===== config.mk =====
export PLATFORM = sky130hd
export DESIGN_NAME = dot_mac_seq
export DESIGN_NICKNAME = d
export VERILOG_FILES = /design/src/rtl/dot_mac_seq.sv
export SDC_FILE = /design/constraint.sdc
export NUM_CORES = 1
export LEC_CHECK = 0
export BUFFER_PORTS_ARGS = -buffer_cell sky130_fd_sc_hd__buf_2
export CORE_MARGIN = 8
export CORE_UTILIZATION = 45
export DETAILED_ROUTE_END_ITERATION = 16
export PLACE_DENSITY = 0.79
export RECOVER_POWER = 50
export SYNTH_ARGS = -nofsm -noshare
export SYNTH_HDL_FRONTEND = slang
export SYNTH_SLANG_ARGS = --single-unit

===== constraint.sdc =====
create_clock -name clk_i -period 2.3 [get_ports clk_i]
set_input_delay 0.46 -clock clk_i [delete_from_list [all_inputs] [get_ports clk_i]]
set_output_delay 0.46 -clock clk_i [all_outputs]
set_load 0.02 [all_outputs]

===== src/rtl/dot_mac_seq.sv =====
// Dot-product sequencer: feeds operand pairs to an external 8x8 sequential
// multiplier one at a time and accumulates the products into a wrapping sum.
module dot_mac_seq #(
    parameter int LEN   = 4,
    parameter int ACC_W = 20
) (
    input  logic             clk_i,
    input  logic             rst_i,
    input  logic             in_valid_i,
    output logic             in_ready_o,
    input  logic [7:0]       a_bi,
    input  logic [7:0]       b_bi,
    output logic             sum_valid_o,
    input  logic             sum_ready_i,
    output logic [ACC_W-1:0] sum_bo,
    output logic             busy_o,
    output logic             mul_start_o,
    output logic [7:0]       mul_a_bo,
    output logic [7:0]       mul_b_bo,
    input  logic             mul_busy_i,
    input  logic [15:0]      mul_y_bi
);

    localparam int CNT_W = 5;
    localparam logic [CNT_W-1:0] LAST = CNT_W'(LEN - 1);

    typedef enum logic [2:0] {
        IDLE    = 3'd0,
        ISSUE   = 3'd1,
        WAIT_HI = 3'd2,
        WAIT_LO = 3'd3,
        OUT     = 3'd4
    } state_t;

    state_t           state;
    logic [CNT_W-1:0] cnt;
    logic [ACC_W-1:0] acc;

    // Modular accumulate: the product is zero-extended and the carry out of ACC_W is dropped.
    function automatic logic [ACC_W-1:0] acc_wrap_add(input logic [ACC_W-1:0] s,
                                                       input logic [15:0]      p);
        return s + ACC_W'(p);
    endfunction

    assign sum_bo = acc;

    always_ff @(posedge clk_i) begin
        if (!rst_i) begin
            state       <= IDLE;
            cnt         <= '0;
            acc         <= '0;
            mul_a_bo    <= '0;
            mul_b_bo    <= '0;
            in_ready_o  <= 1'b1;
            sum_valid_o <= 1'b0;
            mul_start_o <= 1'b0;
            busy_o      <= 1'b0;
        end else begin
            mul_start_o <= 1'b0;
            case (state)
                IDLE: begin
                    if (in_valid_i) begin
                        mul_a_bo    <= a_bi;
                        mul_b_bo    <= b_bi;
                        state       <= ISSUE;
                        mul_start_o <= 1'b1;
                        in_ready_o  <= 1'b0;
                        busy_o      <= 1'b1;
                    end
                end
                ISSUE: begin
                    state <= WAIT_HI;
                end
                WAIT_HI: begin
                    if (mul_busy_i) state <= WAIT_LO;
                end
                WAIT_LO: begin
                    // The product is only trusted on the first cycle after busy falls.
                    if (!mul_busy_i) begin
                        acc <= acc_wrap_add(acc, mul_y_bi);
                        if (cnt == LAST) begin
                            cnt         <= '0;
                            state       <= OUT;
                            sum_valid_o <= 1'b1;
                        end else begin
                            cnt        <= cnt + 5'd1;
                            state      <= IDLE;
                            in_ready_o <= 1'b1;
                        end
                    end
                end
                OUT: begin
                    if (sum_ready_i) begin
                        acc         <= '0;
                        sum_valid_o <= 1'b0;
                        state       <= IDLE;
                        in_ready_o  <= 1'b1;
                        busy_o      <= 1'b0;
                    end
                end
                default: begin
                    state       <= IDLE;
                    cnt         <= '0;
                    in_ready_o  <= 1'b1;
                    sum_valid_o <= 1'b0;
                    busy_o      <= 1'b0;
                end
            endcase
        end
    end

endmodule


* After elaboration in Yosys (flattened, before gate mapping) *
Index checks and enable logic that the tools add are counted.

word-level totals
  output and inout port bits = 40
  input port bits = 37
  bits in registers = 48

operators by class
  add/subtract/negate cells = 2
  eq/ne operators = 11
  mux-type cells = 24
  bitwise operators = 4
  reduce and logical (&&, ||, !) cells = 14

operators by type and width
  operator                                       count
  2-to-1 mux 20 bit                              2
  one-hot mux 20 bit (2 select lines)            1
  adder 20 x 16 -> 20 bit                        1
  2-to-1 mux 3 bit                               5
  one-hot mux 3 bit (5 select lines)             1
  != test 2 bit, second input constant           6
  2-to-1 mux 5 bit                               2
  one-hot mux 5 bit (2 select lines)             1
  2-to-1 mux 1 bit                               9
  AND reduction 4 bit                            2
  == test 3 x 2 -> 1 bit, second input constant  2
  one-hot mux 1 bit (3 select lines)             2
  AND reduction 2 bit                            3
  AND reduction 3 bit                            2
  OR reduction 3 bit                             2
  adder 5 x 1 -> 5 bit, second input constant    1
  == test 5 x 2 -> 1 bit, second input constant  1
  AND reduction 5 bit                            1
  inverter 1 bit                                 4
  one-hot mux 1 bit (4 select lines)             1
  OR reduction 4 bit                             1
  == test 3 x 1 -> 1 bit, second input constant  1
  == test 3 bit, second input constant           1
  logical NOT 3 bit                              1
  2 further kinds                                2

* Logic depth before layout (Yosys ltp) *
Gate-level depths: netlist of run 1.

  depth in word-level cells = 4
  gate-level depth with buffers = 9
  mapped depth without buffers = 8

* Least setup slack after synthesis of run 1 *
Ideal clock, no wire load.

  kind = input port to flip-flop
  start point = input mul_y_bi[0]
  end point = register acc[18] (netlist: sum_bo[18])
  setup time = 0.124 ns
  setup slack = 0.127 ns
  buffers on the path = 0
  data required time = 2.176 ns
  data arrival time = 2.049 ns
  stages on the path = 8
  cells stage by stage = ha_1 -> fa_1 -> a21o_1 -> nand4_1 -> a21oi_1 -> o21ai_0 -> mux2i_1 -> nand3_1

on the way
  longest elaborated chain between the ends = 3

RTL lines
  element                              RTL line  text
  start, declared                      21        input logic [15:0] mul_y_bi
  adder 20 x 16 -> 20 bit              42        return s + ACC_W'(p);
  2-to-1 mux 20 bit                    79        if (!mul_busy_i) begin
  one-hot mux 20 bit (2 select lines)  60        case (state)
  end signal, assigned                 80        acc <= acc_wrap_add(acc, mul_y_bi);
  end, declared                        37        logic [ACC_W-1:0] acc;

No other way between the ends. The select of a mux whose other input is x is not followed.
A chain may end at the register's enable or synchronous reset.

* Final worst setup path of run 1 *
  start point = register acc[0] (netlist: sum_bo[0])
  end point = register acc[18] (netlist: sum_bo[18])

on the way
  longest elaborated chain between the ends = 3

RTL lines
  element                              RTL line
  adder 20 x 16 -> 20 bit              42
  2-to-1 mux 20 bit                    79
  one-hot mux 20 bit (2 select lines)  60

No other way between the ends. The select of a mux whose other input is x is not followed.

==> results of run 1 <==
cells in the mapped netlist, types with 2 or more instances:
cell | instances | area (µm²)
buf_6 | 2 | 22.52
nand2_1 | 56 | 210.2
or4_1 | 5 | 37.54
a41oi_1 | 2 | 17.52
a21oi_1 | 44 | 220.2
clkbuf_1 | 8 | 30.03
o21ai_1 | 4 | 20.02
nand4_1 | 11 | 68.82
nor4_1 | 3 | 18.77
o21a_1 | 8 | 60.06
a22oi_1 | 5 | 37.54
o22ai_1 | 2 | 12.51
dfxtp_1 | 48 | 960.9
xor2_1 | 5 | 43.79
o21ai_0 | 10 | 50.05
o211ai_1 | 8 | 60.06
nor3_1 | 6 | 30.03
nor2b_1 | 2 | 12.51
nor3b_1 | 2 | 15.01
buf_2 | 11 | 55.05
a21o_1 | 4 | 30.03
nand3_1 | 14 | 70.07
and3_1 | 4 | 25.02
inv_1 | 2 | 7.510
a31oi_1 | 3 | 18.77
mux2i_1 | 3 | 30.03
nor2_1 | 26 | 97.59
a211oi_1 | 5 | 37.54
ha_1 | 17 | 212.7
xnor2_1 | 8 | 70.07
per-stage QoR:
| stage | TNS, ns | util [%] |
|---|---|---|
| after CTS | 0 | 56.47 |
| after floorplan | 0 | - |
| after detailed placement | -0.03108 | 54.52 |
| after global routing | 0 | 55.52 |
| after global placement | 0 | 54.52 |
| final | 0 | 55.52 |
cell type report:
class / count / area (µm²)
clock buffer: 5 / 68.82
clock inverter: 3 / 46.29
fill: 562 / 2634
inverter: 2 / 7.507
multi-input combinational: 276 / 1680
sequential: 48 / 960.9
tap: 75 / 93.84
timing repair buffer: 89 / 429.2
path summary, 6_finish.rpt:
| kind | endpoint | depth (start not counted) | start |
|---|---|---|---|
| min reg2reg | mul_a_bo[3] | 2 | mul_a_bo[3] |
| min | mul_b_bo[6] | 3 | b_bi[6] |
| max | sum_bo[18] | 9 | sum_bo[0] |
| max reg2reg | sum_bo[18] | 9 | sum_bo[0] |
cell families (layout without fill, tap and decap cells):
family | after synthesis | after routing
and+or+nand+nor | 139 | 139
DFF | 48 | 48
buffers and inverters | 23 | 99
muxes | 3 | 3
xor gates and xnor gates | 13 | 13
AOI/OAI and AO/OA | 103 | 103
adders and majority gates | 18 | 18
critical path, delay by kind of cell, from the launching register on:
family | cells | cell delay [ns]
muxes | 1 | 0.18
and+or+nand+nor | 2 | 0.25
DFF | 1 | 0.33
AOI/OAI and AO/OA | 3 | 0.46
buffers and inverters | 1 | 0.16
adders and majority gates | 2 | 0.66
routing by layer:
metal,routed length [µm],vias to the layer above,part of all wire [%]
met5,0,-,0
met4,186,0,2.5
met3,763,17,10
met2,3247,94,44
met1,3246,1241,44
li1,-,1413,-
power breakdown:
group	internal (W)	switching [W]	total (W)	leakage (nW)
registers	0.000867	0.0000301	0.000897	0.391
logic	0.000116	0.000197	0.000313	0.892
clock network	0.000328	0.000309	0.000637	0.0548
sequential cells by signal, summed over array words and instances, names as in the netlist:
name / count
in_ready_o: 1
mul_a_bo: 8
sum_valid_o: 1
busy_o: 1
cnt: 5
sum_bo: 20
mul_start_o: 1
mul_b_bo: 8
state: 3
==> results.toml, run 1 <==
[power]
finalPower_w = 0.001847
p_per_area_nw_per_um2 = 561.9
p_leak_nw = 1.337
ir_drop_mv = 0.4204

[sta]
max_freq_ghz = 0.4673
rsz0062_at_grt = "false"
drv_slew = 0
whs_ns = 0.3736
fin_ws_ns = 0.1599
max_slew_margin_pct = 38.93
worst_slew_pin_slew_ns = 0.9161
setup_viol = 0
period_needed_ns = 2.140
hold_violations = 0
fin_skew_ns = 0.009938
fin_crit_sh_pct = 93.05

[status]
outcome = "complete, no violations"

[synthesis]
ys_warn_count = 0
synth_top_family_by_area = "simple AND/OR/NAND/NOR gates"
synthFlopType = "dfxtp_1"
yosys-mux-area-fraction_pct = 1.086
synth_area_um2 = 2764
ys_types = 49
synthXorXnorAreaFrac_pct = 4.120
syn_nets = 402
yosys.area_share.simple_pct = 24.17
async_reset_ff_share_pct = 0
synthAdderAreaFrac_pct = 8.420
yosysSeqAreaShare_pct = 34.77
syn-instance-count = 347
avgSynthCellArea_um2 = 7.965
synth_enable_flop_cells = 0
synth_compound_area_share_pct = 23.27
ys_ff_latch = 48

[worst_setup_path]
slowest_stage = "fa_1"
crit_chain = "ha_1, fa_1, a21o_1, nand4_1, a21oi_1, o21ai_0, buf_4, mux2i_1, nand3_1"
cp-end-kind = "flop"
critical_path_required_ns = 2.50
critPathArrivalTime_ns = 2.34
rrSetupSlack_ns = 0.16
crit_type = "reg2reg"
cp_slowest_stage_delay_ns = 0.42
startpoint_type = "flop"
crit_path_max_fanout = 4

[global_routing]
grt-ovfl-total = 0
grt_first_pass_wirelength_um = 12330
track_usage_pct = 17.03
met2_usage_pct = 26.65
grt_pass1_vias = 2772
antenna_found_initial = 0
grt-busiest-layer = "met2"
gr-usage-met1_pct = 19.34
grt_use_met3_pct = 8.254
grt_max_degree = 29

[place]
place_ws_ns = -0.03108
globalplace.congestion = 0.9472
port-buffer-count = 76
dp_hpwl_um = 5613
placedCellCount = 490
placed_area_um2 = 3228

[floorplan]
initial_core_util_pct = 46.68
rows = 28
die_area_um2 = 8906
die_w_um = 94.37
core_area_um2 = 5921
die_h_um = 94.37
pin_count = 77

[clock_network]
clockBufferDepth = 2
cts_root_buf = "clkbuf_8"
cts_tree = "yes"
cts_repair_resize_count = 0
htreeDepth = 2
cts.sinks = 48
cts_setup_buffers = 0
cts.clk_slew.worst_paths_ns = 0.10
cts_hold_buffers = 0
clk_latency_ns = 0.31
numCtsBuffers = 5

[drt]
drc = 0
firstDrtPassIters = 4
num_vias = 2765
wl_per_cell_um = 14.95
first_iter_violations = 159
postRouteAntennaNets = 0
routed_wirelength_um = 7444
routed_via_density = 5.552

[layout]
fin_nets = 477
drive_gt1_share_pct = 14.66
diodes = 0
syn2layout_area_growth_pct = 18.92
design_area_um2 = 3287
layout_commonest_cell = "nand2_1"
final_cell_mix = "nand2_1, dfxtp_1, a21oi_1, clkbuf_1, buf_2"
stdcell_count = 498

[flow_run]
cap_violations = 0

[worst_hold_path]
worstHoldPathType = "in2reg"
Note: power is estimated with default switching activity, not from simulation.
==> run 2, diff against run 1 <==
Settings changed: CTS_BUF_LIST set to sky130_fd_sc_hd__clkbuf_16, SLEW_MARGIN set to 20.
==> results.toml, run 2 (same netlist as run 1, synthesis figures left out) <==
[layout]
diodes = 0
drive_gt1_share_pct = 14.89
layout_commonest_cell = "nand2_1"
n_fill_cell = 551
final_cell_mix = "nand2_1, dfxtp_1, a21oi_1, clkbuf_1, buf_2"
multi_input_area_um2 = 1680
design_area_um2 = 3343
utilization_pct = 56.47
stdcell_count = 498
largest_register_ffs = 20
fin_nets = 477
seq_area_um2 = 960.9
syn2layout_area_growth_pct = 20.96

[clock_network]
cts_root_buf = "clkbuf_16"
cts.clk_slew.worst_paths_ns = 0.07
clk_latency_ns = 0.29
htreeDepth = 2
cts_repair_resize_count = 0
cts_hold_buffers = 0
cts.sinks = 48
numCtsBuffers = 5
cts_setup_buffers = 0
clockBufferDepth = 2
cts_tree = "yes"

[drt]
routed_via_density = 5.592
routed-wl-met2_um = 3293
routed_wirelength_um = 7480
top_layer_used = "met4"
num_vias = 2785
wl_per_cell_um = 15.02
wl_met3_um = 803
drc = 0
first_iter_violations = 148
firstDrtPassIters = 4
met1Wirelength_um = 3287
postRouteAntennaNets = 0

[floorplan]
die_area_um2 = 8906
die_h_um = 94.37
initial_core_util_pct = 46.68
pin_count = 77
core_area_um2 = 5921
die_w_um = 94.37
rows = 28

[worst_setup_path]
critPathArrivalTime_ns = 2.37
worstReg2RegEnd = "sum_bo[18]"
cp_slowest_stage_delay_ns = 0.42
rr_worst_depth = 9
rrSetupSlack_ns = 0.10
critical_path_required_ns = 2.47
startpoint_type = "flop"
reg2reg_from = "sum_bo[0]"
crit_chain = "ha_1, fa_1, a21o_1, nand4_1, a21oi_1, o21ai_0, buf_4, mux2i_1, nand3_1"
crit_type = "reg2reg"
crit_path_max_fanout = 4
slowest_stage = "fa_1"
cp-end-kind = "flop"

[worst_hold_path]
min-delay-start = "b_bi[6]"
hold_path_end = "mul_b_bo[6]"
worstHoldPathType = "in2reg"
worst_hold_path.num_cells = 3

[place]
globalplace.congestion = 0.9472
dp_hpwl_um = 5613
placed_area_um2 = 3228
port-buffer-count = 76
placedCellCount = 490

[global_routing]
grt_first_pass_wirelength_um = 12410
track_usage_pct = 16.97
grt-ovfl-total = 0
grt_max_degree = 29
grt_pass1_vias = 2749
antenna_found_initial = 0

[power]
ir_drop_mv = 0.5434
p_leak_nw = 1.364
p_per_area_nw_per_um2 = 616.1

[sta]
drv_slew = 0
period_needed_ns = 2.198
rsz0062_at_grt = "false"
max_freq_ghz = 0.4550
fin_crit_sh_pct = 95.57
fin_skew_ns = 0.008005
whs_ns = 0.4004
fin_tns_setup_ns = 0
worst_slew_pin_slew_ns = 0.4690
max_slew_margin_pct = 68.69
setup_viol = 0
hold_violations = 0

[status]
outcome = "complete, no violations"

[flow_run]
cap_violations = 0
run 2: area by class of cell:
cell class / count / area share, %
Tap cell: 75 / 2.807
Sequential cell: 48 / 28.74
Clock inverter: 3 / 1.385
Timing Repair Buffer: 89 / 12.84
Multi-Input combinational cell: 276 / 50.26
Clock buffer: 5 / 3.743
Inverter: 2 / 0.2246
run 2: worst max path at each step:
stage,start,to,slack [ns],cells past startpoint
3_3_place_gp,mul_y_bi[0],sum_bo[18],0.04,10
3_5_place_dp,mul_y_bi[0],sum_bo[18],-0.03,10
4_1_cts,sum_bo[0],sum_bo[18],0.16,9
5_1_grt,sum_bo[13],sum_bo[16],0.04,7
6_report,sum_bo[0],sum_bo[18],0.10,9
2_1_floorplan,mul_y_bi[0],sum_bo[18],0.13,8
run 2: per-stage QoR:
stage / total power [W] / setup slack (ns)
2_1_floorplan: 0.001129 / 0.1271
3_3_place_gp: 0.001230 / 0.04111
3_5_place_dp: 0.001239 / -0.03108
4_1_cts: 0.002084 / 0.1567
5_1_grt: 0.002145 / 0.04239
6_report: 0.002060 / 0.1020
run 2: worst max-delay path, delay by kind of cell (launching register included):
kind / cells / cell delay [ns]
AO/OA/AOI/OAI: 3 / 0.49
adder cells (fa/ha/maj): 2 / 0.66
buffers and inverters: 1 / 0.17
multiplexers: 1 / 0.18
flip-flops: 1 / 0.32
AND/OR/NAND/NOR: 2 / 0.25
run 2: layer usage:
layer	global-route usage, %	vias to the layer above
met5	0	-
met4	5.680	0
met3	8.016	10
met2	26.59	97
met1	19.93	1266
li1	-	1412
run 2: power by group:
| part | switching, W | total [W] | internal (W) |
|---|---|---|---|
| combinational | 0.000198 | 0.000315 | 0.000117 |
| sequential | 0.0000297 | 0.000897 | 0.000867 |
| clock | 0.000331 | 0.000848 | 0.000517 |
==> run 3, diff against run 2 <==
Settings changed: CORE_ASPECT_RATIO set to 1.1.
==> results.toml, run 3 (same netlist as run 1, synthesis figures left out) <==
[status]
outcome = "complete, no violations"

[place]
placedCellCount = 494
port-buffer-count = 76
dp_hpwl_um = 5715
place_ws_ns = -0.01744
globalplace.congestion = 0.9530

[layout]
n_fill_cell = 589
seq_area_um2 = 960.9
drive_gt1_share_pct = 14.45
multi_input_area_um2 = 1680
stdcell_count = 502
diodes = 0
syn2layout_area_growth_pct = 20.91
fin_nets = 476
largest_register_ffs = 20
utilization_pct = 55.30
layout_commonest_cell = "nand2_1"
final_cell_mix = "nand2_1, dfxtp_1, a21oi_1, clkbuf_1, buf_2"

[drt]
postRouteAntennaNets = 0
wl_per_cell_um = 15.12
num_vias = 2796
drc = 0
first_iter_violations = 151
firstDrtPassIters = 4
routed_via_density = 5.570
routed_wirelength_um = 7588

[global_routing]
grt_pass1_vias = 2907
grt_first_pass_wirelength_um = 12870
grt-busiest-layer = "met2"
grt_max_degree = 29
grt-ovfl-total = 0
antenna_found_initial = 0
track_usage_pct = 17.07
met2_usage_pct = 27.97
gr-usage-met1_pct = 18.33
grt_use_met3_pct = 7.828

[floorplan]
initial_core_util_pct = 45.73
rows = 30
die_area_um2 = 8909
die_h_um = 98.20
pin_count = 77
core_area_um2 = 6043
die_w_um = 90.73

[clock_network]
cts_root_buf = "clkbuf_16"
htreeDepth = 2
cts_setup_buffers = 0
numCtsBuffers = 5
cts_tree = "yes"
cts.clk_slew.worst_paths_ns = 0.07
cts.sinks = 48
cts_repair_resize_count = 0
clockBufferDepth = 2
clk_latency_ns = 0.29
cts_hold_buffers = 0

[worst_setup_path]
critical_path_required_ns = 2.54
critPathArrivalTime_ns = 2.37
startpoint_type = "flop"
crit_path_max_fanout = 4
cp-end-kind = "flop"
crit_type = "reg2reg"

[sta]
fin_ws_ns = 0.1659
max_freq_ghz = 0.4686
fin_skew_ns = 0.004858
fin_tns_setup_ns = 0
setup_viol = 0
rsz0062_at_grt = "false"
worst_slew_pin_slew_ns = 0.8892
hold_violations = 0
drv_slew = 0
period_needed_ns = 2.134
fin_crit_sh_pct = 92.79
max_slew_margin_pct = 40.72

[power]
switching_share_pct = 27.40
seqPwrFrac_pct = 43.4
intPower_w = 0.001500
p_clk_share_pct = 41.5
ir_drop_mv = 0.4120
p_comb_share_pct = 15.1
p_leak_nw = 1.358
p_per_area_nw_per_um2 = 618.0
netSwitchingPower_w = 0.0005659

[flow_run]
cap_violations = 0

[worst_hold_path]
worstHoldPathType = "in2reg"
[run 3: cell count changes in the layout (fill, tap and decap cells not counted), sizes merged]
cell,before,now
buf,50,49
[run 3: path summary, 6_finish.rpt]
kind	start	end	slack, ns	cells after the start
min reg2reg	mul_a_bo[4]	mul_a_bo[4]	0.46	2
max	sum_bo[0]	sum_bo[12]	0.17	8
min	b_bi[3]	mul_b_bo[3]	0.40	3
max reg2reg	sum_bo[0]	sum_bo[12]	0.17	8
[run 3: stage by stage]
step | instance area [µm²] | total power (W) | hold slack (ns)
global placement | 3227 | 0.001229 | 0.4388
finish | 3342 | 0.002065 | 0.4001
CTS | 3398 | 0.002097 | 0.3950
global route | 3342 | 0.002148 | 0.4046
detailed placement | 3227 | 0.001238 | 0.4441
floorplan | 2764 | 0.001129 | 0.4805
[run 3: final cells by class]
cell class / instances / share of cell area, %
Clock inverter: 3 / 1.385
Timing Repair Buffer: 88 / 12.62
Multi-Input combinational cell: 276 / 50.28
Clock buffer: 5 / 3.744
Inverter: 2 / 0.2246
Sequential cell: 48 / 28.75
Tap cell: 80 / 2.995
[run 3: critical path: stages, from the launching register on]
cell	delay (ns)
dfxtp_1	0.37
ha_1	0.23
fa_1	0.23
a21o_1	0.14
nand4_1	0.18
and2_4	0.23
o21a_1	0.21
or4_1	0.40
nand3_1	0.09
[run 3: metal layers]
metal	up-vias	routed length (µm)
li1	1410	-
met1	1273	3221
met2	97	3429
met3	16	774
met4	0	162
met5	-	0
[run 3: power groups by stage]
| stage | sequential [W] | clock, W | combinational [W] |
|---|---|---|---|
| 2_1_floorplan | 0.000947 | 0 | 0.000181 |
| 3_3_place_gp | 0.000914 | 0 | 0.000314 |
| 3_5_place_dp | 0.000917 | 0 | 0.000321 |
| 4_1_cts | 0.000898 | 0.000875 | 0.000324 |
| 5_1_grt | 0.000903 | 0.000899 | 0.000346 |
| 6_report | 0.000897 | 0.000858 | 0.000311 |
